===== config.mk =====
export PLATFORM = sky130hd
export DESIGN_NAME = ysyx_23060061_lsu_hs
export DESIGN_NICKNAME = d
export VERILOG_FILES = /design/src/rtl/ysyx_23060061_lsu_pkg.sv /design/src/rtl/ysyx_23060061_lsu_align.sv /design/src/rtl/ysyx_23060061_lsu_hs.sv
export SDC_FILE = /design/constraint.sdc
export NUM_CORES = 1
export LEC_CHECK = 0
export BUFFER_PORTS_ARGS = -buffer_cell sky130_fd_sc_hd__clkbuf_2
export CAP_MARGIN = 40
export CORE_UTILIZATION = 35
export CTS_BUF_LIST = sky130_fd_sc_hd__clkbuf_4 sky130_fd_sc_hd__clkbuf_8
export DETAILED_ROUTE_END_ITERATION = 10
export GPL_ROUTABILITY_DRIVEN = 0
export PLACE_DENSITY = 0.61
export SYNTH_ARGS = -nofsm -noshare
export SYNTH_HDL_FRONTEND = slang
export SYNTH_SLANG_ARGS = --single-unit

===== constraint.sdc =====
create_clock -name clk -period 2.2 [get_ports clk]
set_input_delay 0.66 -clock clk [delete_from_list [all_inputs] [get_ports clk]]
set_output_delay 0.66 -clock clk [all_outputs]
set_load 0.02 [all_outputs]

===== src/rtl/ysyx_23060061_lsu_pkg.sv =====
//----------------------------------------------------------------------------
// Package : ysyx_23060061_lsu_pkg
// Brief   : Shared state encoding, opcode encodings and misalign check.
// Rev     : 1.0
//----------------------------------------------------------------------------
`default_nettype none

package ysyx_23060061_lsu_pkg;

   typedef enum logic [1:0] {
      S_IDLE = 2'd0,
      S_REQ  = 2'd1,
      S_WAIT = 2'd2,
      S_DONE = 2'd3
   } lsu_state_e;

   localparam logic [2:0] EXT_LB  = 3'b000;
   localparam logic [2:0] EXT_LH  = 3'b001;
   localparam logic [2:0] EXT_LW  = 3'b010;
   localparam logic [2:0] EXT_LBU = 3'b100;
   localparam logic [2:0] EXT_LHU = 3'b101;

   localparam logic [1:0] RW_NONE  = 2'b00;
   localparam logic [1:0] RW_READ  = 2'b01;
   localparam logic [1:0] RW_WRITE = 2'b10;

   // Loads size themselves by memExt, stores by wmask.
   function automatic logic is_misaligned(input logic [1:0] rw,
                                          input logic [2:0] ext,
                                          input logic [3:0] wmask,
                                          input logic [1:0] addr_lo);
      logic half;
      logic word;
      half = 1'b0;
      word = 1'b0;
      if (rw == RW_READ) begin
         half = (ext == EXT_LH) || (ext == EXT_LHU);
         word = (ext == EXT_LW);
      end else if (rw == RW_WRITE) begin
         half = (wmask == 4'b0011);
         word = (wmask == 4'b1111);
      end
      return (half && addr_lo[0]) || (word && (addr_lo != 2'b00));
   endfunction

endpackage

`default_nettype wire


===== src/rtl/ysyx_23060061_lsu_align.sv =====
//----------------------------------------------------------------------------
// Module : ysyx_23060061_lsu_align
// Brief  : Combinational store lane shift and load lane extract/extend.
// Rev    : 1.0
//----------------------------------------------------------------------------
`default_nettype none

module ysyx_23060061_lsu_align
   import ysyx_23060061_lsu_pkg::*;
#(
   parameter int DATA_W = 32
) (
   input  logic [1:0]        addr_lo_i,
   input  logic [2:0]        ext_i,
   input  logic [DATA_W-1:0] wdata_i,
   input  logic [3:0]        wmask_i,
   input  logic [DATA_W-1:0] rdata_i,
   output logic [DATA_W-1:0] wdata_o,
   output logic [3:0]        wstrb_o,
   output logic [DATA_W-1:0] rdata_o
);

   logic [7:0]  w_byte;
   logic [15:0] w_half;

   always_comb begin
      wdata_o = wdata_i << {addr_lo_i, 3'b000};
      wstrb_o = wmask_i << addr_lo_i;
      w_byte  = rdata_i[{addr_lo_i, 3'b000} +: 8];
      w_half  = addr_lo_i[1] ? rdata_i[31:16] : rdata_i[15:0];
      case (ext_i)
         EXT_LB:  rdata_o = {{(DATA_W-8){w_byte[7]}}, w_byte};
         EXT_LH:  rdata_o = {{(DATA_W-16){w_half[15]}}, w_half};
         EXT_LW:  rdata_o = rdata_i;
         EXT_LBU: rdata_o = {{(DATA_W-8){1'b0}}, w_byte};
         EXT_LHU: rdata_o = {{(DATA_W-16){1'b0}}, w_half};
         default: rdata_o = '0;
      endcase
   end

endmodule

`default_nettype wire


===== src/rtl/ysyx_23060061_lsu_hs.sv =====
//----------------------------------------------------------------------------
// Module : ysyx_23060061_lsu_hs
// Brief  : Handshaked LSU between EXU and WBU with a req/gnt/rvalid port.
// Rev    : 1.0
//----------------------------------------------------------------------------
`default_nettype none

module ysyx_23060061_lsu_hs
   import ysyx_23060061_lsu_pkg::*;
#(
   parameter int ADDR_W = 32,
   parameter int DATA_W = 32
) (
   input  logic              clk,
   input  logic              rst,
   input  logic              exu_valid,
   output logic              lsu_ready,
   input  logic [2:0]        memExt,
   input  logic [1:0]        MemRW,
   input  logic [ADDR_W-1:0] memAddr,
   input  logic [DATA_W-1:0] memDataW,
   input  logic [3:0]        wmask,
   output logic              lsu_valid,
   input  logic              wbu_ready,
   output logic [DATA_W-1:0] memDataR,
   output logic              lsu_err,
   output logic              mem_req,
   output logic              mem_we,
   output logic [ADDR_W-1:0] mem_addr,
   output logic [DATA_W-1:0] mem_wdata,
   output logic [3:0]        mem_wstrb,
   input  logic              mem_gnt,
   input  logic              mem_rvalid,
   input  logic [DATA_W-1:0] mem_rdata
);

   lsu_state_e        state_q, state_d;
   logic [2:0]        ext_q, ext_d;
   logic [1:0]        rw_q, rw_d;
   logic [ADDR_W-1:0] addr_q, addr_d;
   logic [DATA_W-1:0] wdata_q, wdata_d;
   logic [3:0]        wmask_q, wmask_d;
   logic [DATA_W-1:0] rdata_q, rdata_d;
   logic              err_q, err_d;

   logic [DATA_W-1:0] w_wdata_sh;
   logic [3:0]        w_wstrb_sh;
   logic [DATA_W-1:0] w_ld_data;

   ysyx_23060061_lsu_align #(.DATA_W(DATA_W)) u_align (
      .addr_lo_i (addr_q[1:0]),
      .ext_i     (ext_q),
      .wdata_i   (wdata_q),
      .wmask_i   (wmask_q),
      .rdata_i   (mem_rdata),
      .wdata_o   (w_wdata_sh),
      .wstrb_o   (w_wstrb_sh),
      .rdata_o   (w_ld_data)
   );

   always_ff @(posedge clk or negedge rst) begin
      if (!rst) begin
         state_q <= S_IDLE;
         ext_q   <= '0;
         rw_q    <= RW_NONE;
         addr_q  <= '0;
         wdata_q <= '0;
         wmask_q <= '0;
         rdata_q <= '0;
         err_q   <= 1'b0;
      end else begin
         state_q <= state_d;
         ext_q   <= ext_d;
         rw_q    <= rw_d;
         addr_q  <= addr_d;
         wdata_q <= wdata_d;
         wmask_q <= wmask_d;
         rdata_q <= rdata_d;
         err_q   <= err_d;
      end
   end

   always_comb begin
      state_d = state_q;
      ext_d   = ext_q;
      rw_d    = rw_q;
      addr_d  = addr_q;
      wdata_d = wdata_q;
      wmask_d = wmask_q;
      rdata_d = rdata_q;
      err_d   = err_q;
      case (state_q)
         S_IDLE: begin
            if (exu_valid) begin
               ext_d   = memExt;
               rw_d    = MemRW;
               addr_d  = memAddr;
               wdata_d = memDataW;
               wmask_d = wmask;
               rdata_d = '0;
               err_d   = is_misaligned(MemRW, memExt, wmask, memAddr[1:0]);
               // MemRW==11 falls into the bypass path like 00.
               if ((MemRW == RW_READ || MemRW == RW_WRITE) && !err_d) begin
                  state_d = S_REQ;
               end else begin
                  state_d = S_DONE;
               end
            end
         end
         S_REQ: begin
            if (mem_gnt) state_d = S_WAIT;
         end
         S_WAIT: begin
            if (mem_rvalid) begin
               if (rw_q == RW_READ) rdata_d = w_ld_data;
               state_d = S_DONE;
            end
         end
         S_DONE: begin
            if (wbu_ready) state_d = S_IDLE;
         end
         default: state_d = S_IDLE;
      endcase
   end

   always_comb begin
      lsu_ready = (state_q == S_IDLE);
      lsu_valid = (state_q == S_DONE);
      memDataR  = rdata_q;
      lsu_err   = err_q;
      mem_req   = (state_q == S_REQ);
      // Bus fields stay quiet outside the request phase.
      mem_we    = mem_req && (rw_q == RW_WRITE);
      mem_addr  = mem_req ? {addr_q[ADDR_W-1:2], 2'b00} : '0;
      mem_wdata = mem_req ? w_wdata_sh : '0;
      mem_wstrb = mem_req ? w_wstrb_sh : '0;
   end

endmodule

`default_nettype wire


==> impl_metrics.tcl <==
set metrics [dict create \
    chipWidth_um 129 \
    synth_cell_types 42 \
    drc 0 \
    vias_per_cell 5.16 \
    arrival_ns 1.81 \
    period_needed_ns 2.47 \
    grt.total_usage 0.213 \
    cts_tree "done" \
    critPathMaxFanout 7 \
    layout-drive-gt1-share 0.577 \
    hpwl_um 11800 \
    max_freq_mhz 405 \
    final_nets 845 \
    setup-violations-final 67 \
    setup_ws_ns -0.271 \
    required_ns 1.54 \
    antenna_left 0 \
    r2r_start "state_q[1]$_DFFE_PN0P_" \
    io_buffers 213 \
    synth_warnings 0 \
    skew_ns 0.0210 \
    violations "setup timing" \
    r2r-end "memDataR[16]$_DFFE_PN0P_" \
    place_inst 912 \
    coreArea_sq_um 15800 \
    clock_path_buffers 2 \
    finalCritPeriodShare 1.12 \
    placed_cell_area_sq_um 7060 \
    grt_pass1_vias 4907 \
    synthCells 499 \
    startpoint_type "flip-flop" \
    total_power_w 0.0126 \
    stdcell_count 948 \
    pre_cts_ws_ns -0.00675 \
    rows 46 \
    tightestPinTransition_ns 0.506 \
    fin_area_sq_um 8560 \
    post_drt_wl_per_cell_um 19.2 \
    slew_headroom 0.658 \
    drt-pass1-iter-count 5 \
    ir_worst_vdd_uv 749 \
    ios 216 \
    clk_pin_slew_ns 0.12 \
    synth-seq-cells 108 \
    area_growth_pct 51.3 \
    holdCritPathClass "input pin to asynchronous set/reset pin" \
    antenna_cells 0 \
    dieArea_sq_um 16700 \
    outcome "finished, violations left" \
    drtIter0Drc 223 \
    ctsRootBufferMaster "clkbuf_8" \
    reg2reg_depth 7 \
    regToRegSetupSlack_ns 0.12 \
    critical_path_class "flip-flop to output pin" \
    hold_buffers 0 \
    whs_ns 0.210 \
    netlist_area_sq_um 5660 \
    drv_slew 0 \
    end_kind "output pin" \
    grt_pass1_wl_um 26900 \
    leakagePower_nw 4.17 \
    grt_antenna_before_repair 0 \
    drt-total-wl_um 18200 \
    cts_sinks 108 \
    cts.htree.levels 3 \
    grt_max_degree 76 \
    die_h_um 129 \
    yosysSeqAreaShare 0.478 \
    initial_core_util 0.358 \
    hold_violations 0 \
    cts_buffers 9 \
    powerDensity_nw_per_um2 1480 \
    grt_overflow_total 0 \
    max_cap_viol_count 0 \
    synth_area_per_cell_sq_um 11.3 \
    rsz0062_at_grt "yes" \
    vias 4895 \
    clock_latency_ns 0.40 \
]
[cell families after synthesis]
kind of cell | Yosys count | share of synthesized area
flip-flops | 108 | 0.478
other | 1 | 0.000663
AO/OA/AOI/OAI | 84 | 0.118
AND/OR/NAND/NOR | 136 | 0.124
multiplexers | 117 | 0.228
adder cells (fa/ha/maj) | 7 | 0.0155
buffers and inverters | 46 | 0.0360
[what timing repair did]
| action | 4_1_cts | 5_1_grt |
|---|---|---|
| cloned | 6 | 5 |
| gates resized for setup | 158 | 158 |
| hold endpoints to repair | 0 | 0 |
| setup buffers | 8 | 6 |
| pin swaps | 1 | 7 |
| endpoints found under the setup margin | 68 | 85 |
[flip-flops by register name, summed over array words and instances (netlist names)]
register  count
lsu_err       1
addr_q       32
ext_q         3
rw_q          2
wmask_q       4
wdata_q      32
state_q       2
memDataR     32
[synthesized netlist by cell type, drive strengths merged]
master / count / share of area
a211oi: 1 / 0.0013
o211ai: 6 / 0.0080
mux4: 1 / 0.0040
a221oi: 3 / 0.0046
conb: 1 / 0.00066
nand4b: 2 / 0.0031
a41oi: 1 / 0.0015
a21oi: 2 / 0.0018
nor3: 3 / 0.0027
buf: 18 / 0.017
a21o: 1 / 0.0013
or2: 2 / 0.0022
a22oi: 8 / 0.011
o21ai: 23 / 0.020
nor3b: 1 / 0.0013
a22o: 9 / 0.014
nand2b: 3 / 0.0033
inv: 8 / 0.0053
o221ai: 1 / 0.0015
a221o: 17 / 0.030
clkbuf: 20 / 0.013
dfrtp: 108 / 0.48
and2: 50 / 0.055
o41ai: 1 / 0.0015
mux2: 85 / 0.17
a32oi: 1 / 0.0029
nand2: 46 / 0.031
ha: 7 / 0.015
mux2i: 31 / 0.055
nor2b: 7 / 0.0077
or3b: 1 / 0.0015
a2111oi: 1 / 0.0027
and3: 1 / 0.0011
nor4b: 1 / 0.0015
nand3b: 2 / 0.0027
o211a: 9 / 0.016
nor2: 17 / 0.011
[final cells by class]
cell class	instances	area, sq um
Tap cell	216	270
Sequential cell	108	2710
Multi-Input combinational cell	346	3120
Fill cell	1359	7260
Clock inverter	7	86.3
Clock buffer	9	124
Timing Repair Buffer	254	2220
Inverter	8	35.0
[worst max-delay path: stages (launching register included)]
cell	delay, ns
dfrtp_2	0.51
clkbuf_16	0.22
mux2_4	0.30
o211a_1	0.23
buf_6	0.14
[cell usage in the layout (no fill, tap or decap), types with 3 or more instances in the layout]
| cell type | synthesis | layout |
|---|---|---|
| clkbuf_2 | 0 | 143 |
| dfrtp_1 | 108 | 106 |
| mux2_2 | 73 | 64 |
| buf_8 | 0 | 45 |
| and2_4 | 0 | 44 |
| nand2_1 | 46 | 43 |
| buf_6 | 2 | 23 |
| mux2i_1 | 31 | 20 |
| buf_4 | 2 | 19 |
| a221o_1 | 17 | 17 |
| o21ai_1 | 11 | 16 |
| mux2_1 | 12 | 12 |
| clkbuf_8 | 0 | 12 |
| buf_12 | 0 | 10 |
| mux2_4 | 0 | 9 |
| o211a_1 | 9 | 9 |
| nor2_1 | 17 | 9 |
| a22o_1 | 9 | 9 |
| a22oi_1 | 8 | 8 |
| mux2i_4 | 0 | 7 |
| nor2_4 | 0 | 7 |
| o21ai_0 | 12 | 7 |
| inv_1 | 8 | 6 |
| nor2b_1 | 7 | 6 |
| o211ai_1 | 6 | 6 |
| and2_1 | 50 | 5 |
| ha_1 | 7 | 5 |
| mux2i_2 | 0 | 4 |
| inv_8 | 0 | 4 |
| clkbuf_16 | 0 | 4 |
| nor3_1 | 3 | 3 |
| a221oi_1 | 3 | 3 |
| buf_2 | 7 | 3 |
[how the worst max path moves through the flow]
stage	from	endpoint	slack, ns	cells past startpoint
after detailed placement	mem_rdata[7]	memDataR[17]$_DFFE_PN0P_	-0.007	5
after CTS	addr_q[0]$_DFFE_PN0P_	mem_wdata[30]	-0.27	5
after global placement	mem_rdata[7]	memDataR[17]$_DFFE_PN0P_	0.04	5
after floorplan	state_q[1]$_DFFE_PN0P_	mem_wdata[0]	0.004	6
after global routing	addr_q[0]$_DFFE_PN0P_	mem_wdata[17]	-0.37	5
final	addr_q[0]$_DFFE_PN0P_	mem_wdata[24]	-0.27	4
[report_power, final]
group	leakage, nW	switching (W)	internal (W)
Combinational	2.72	0.00355	0.00397
Sequential	1.34	0.000865	0.00296
Clock	0.107	0.000823	0.000468
[metal layers]
metal	routed length (um)	vias to the layer above	track usage	share of wire
li1	-	2245	-	-
met1	7500	2424	0.266	0.41
met2	8970	198	0.351	0.49
met3	1280	28	0.0599	0.070
met4	483	0	0.0789	0.026
met5	0	-	0	0
[metrics by stage]
step           setup TNS, ns  utilization
6_report               -8.84        0.541
5_1_grt               -13.43        0.541
4_1_cts               -12.72        0.514
3_5_place_dp         -0.0367        0.446
3_3_place_gp               0        0.446
2_1_floorplan              0            -
No activity file was read; power rests on OpenSTA's default activity.
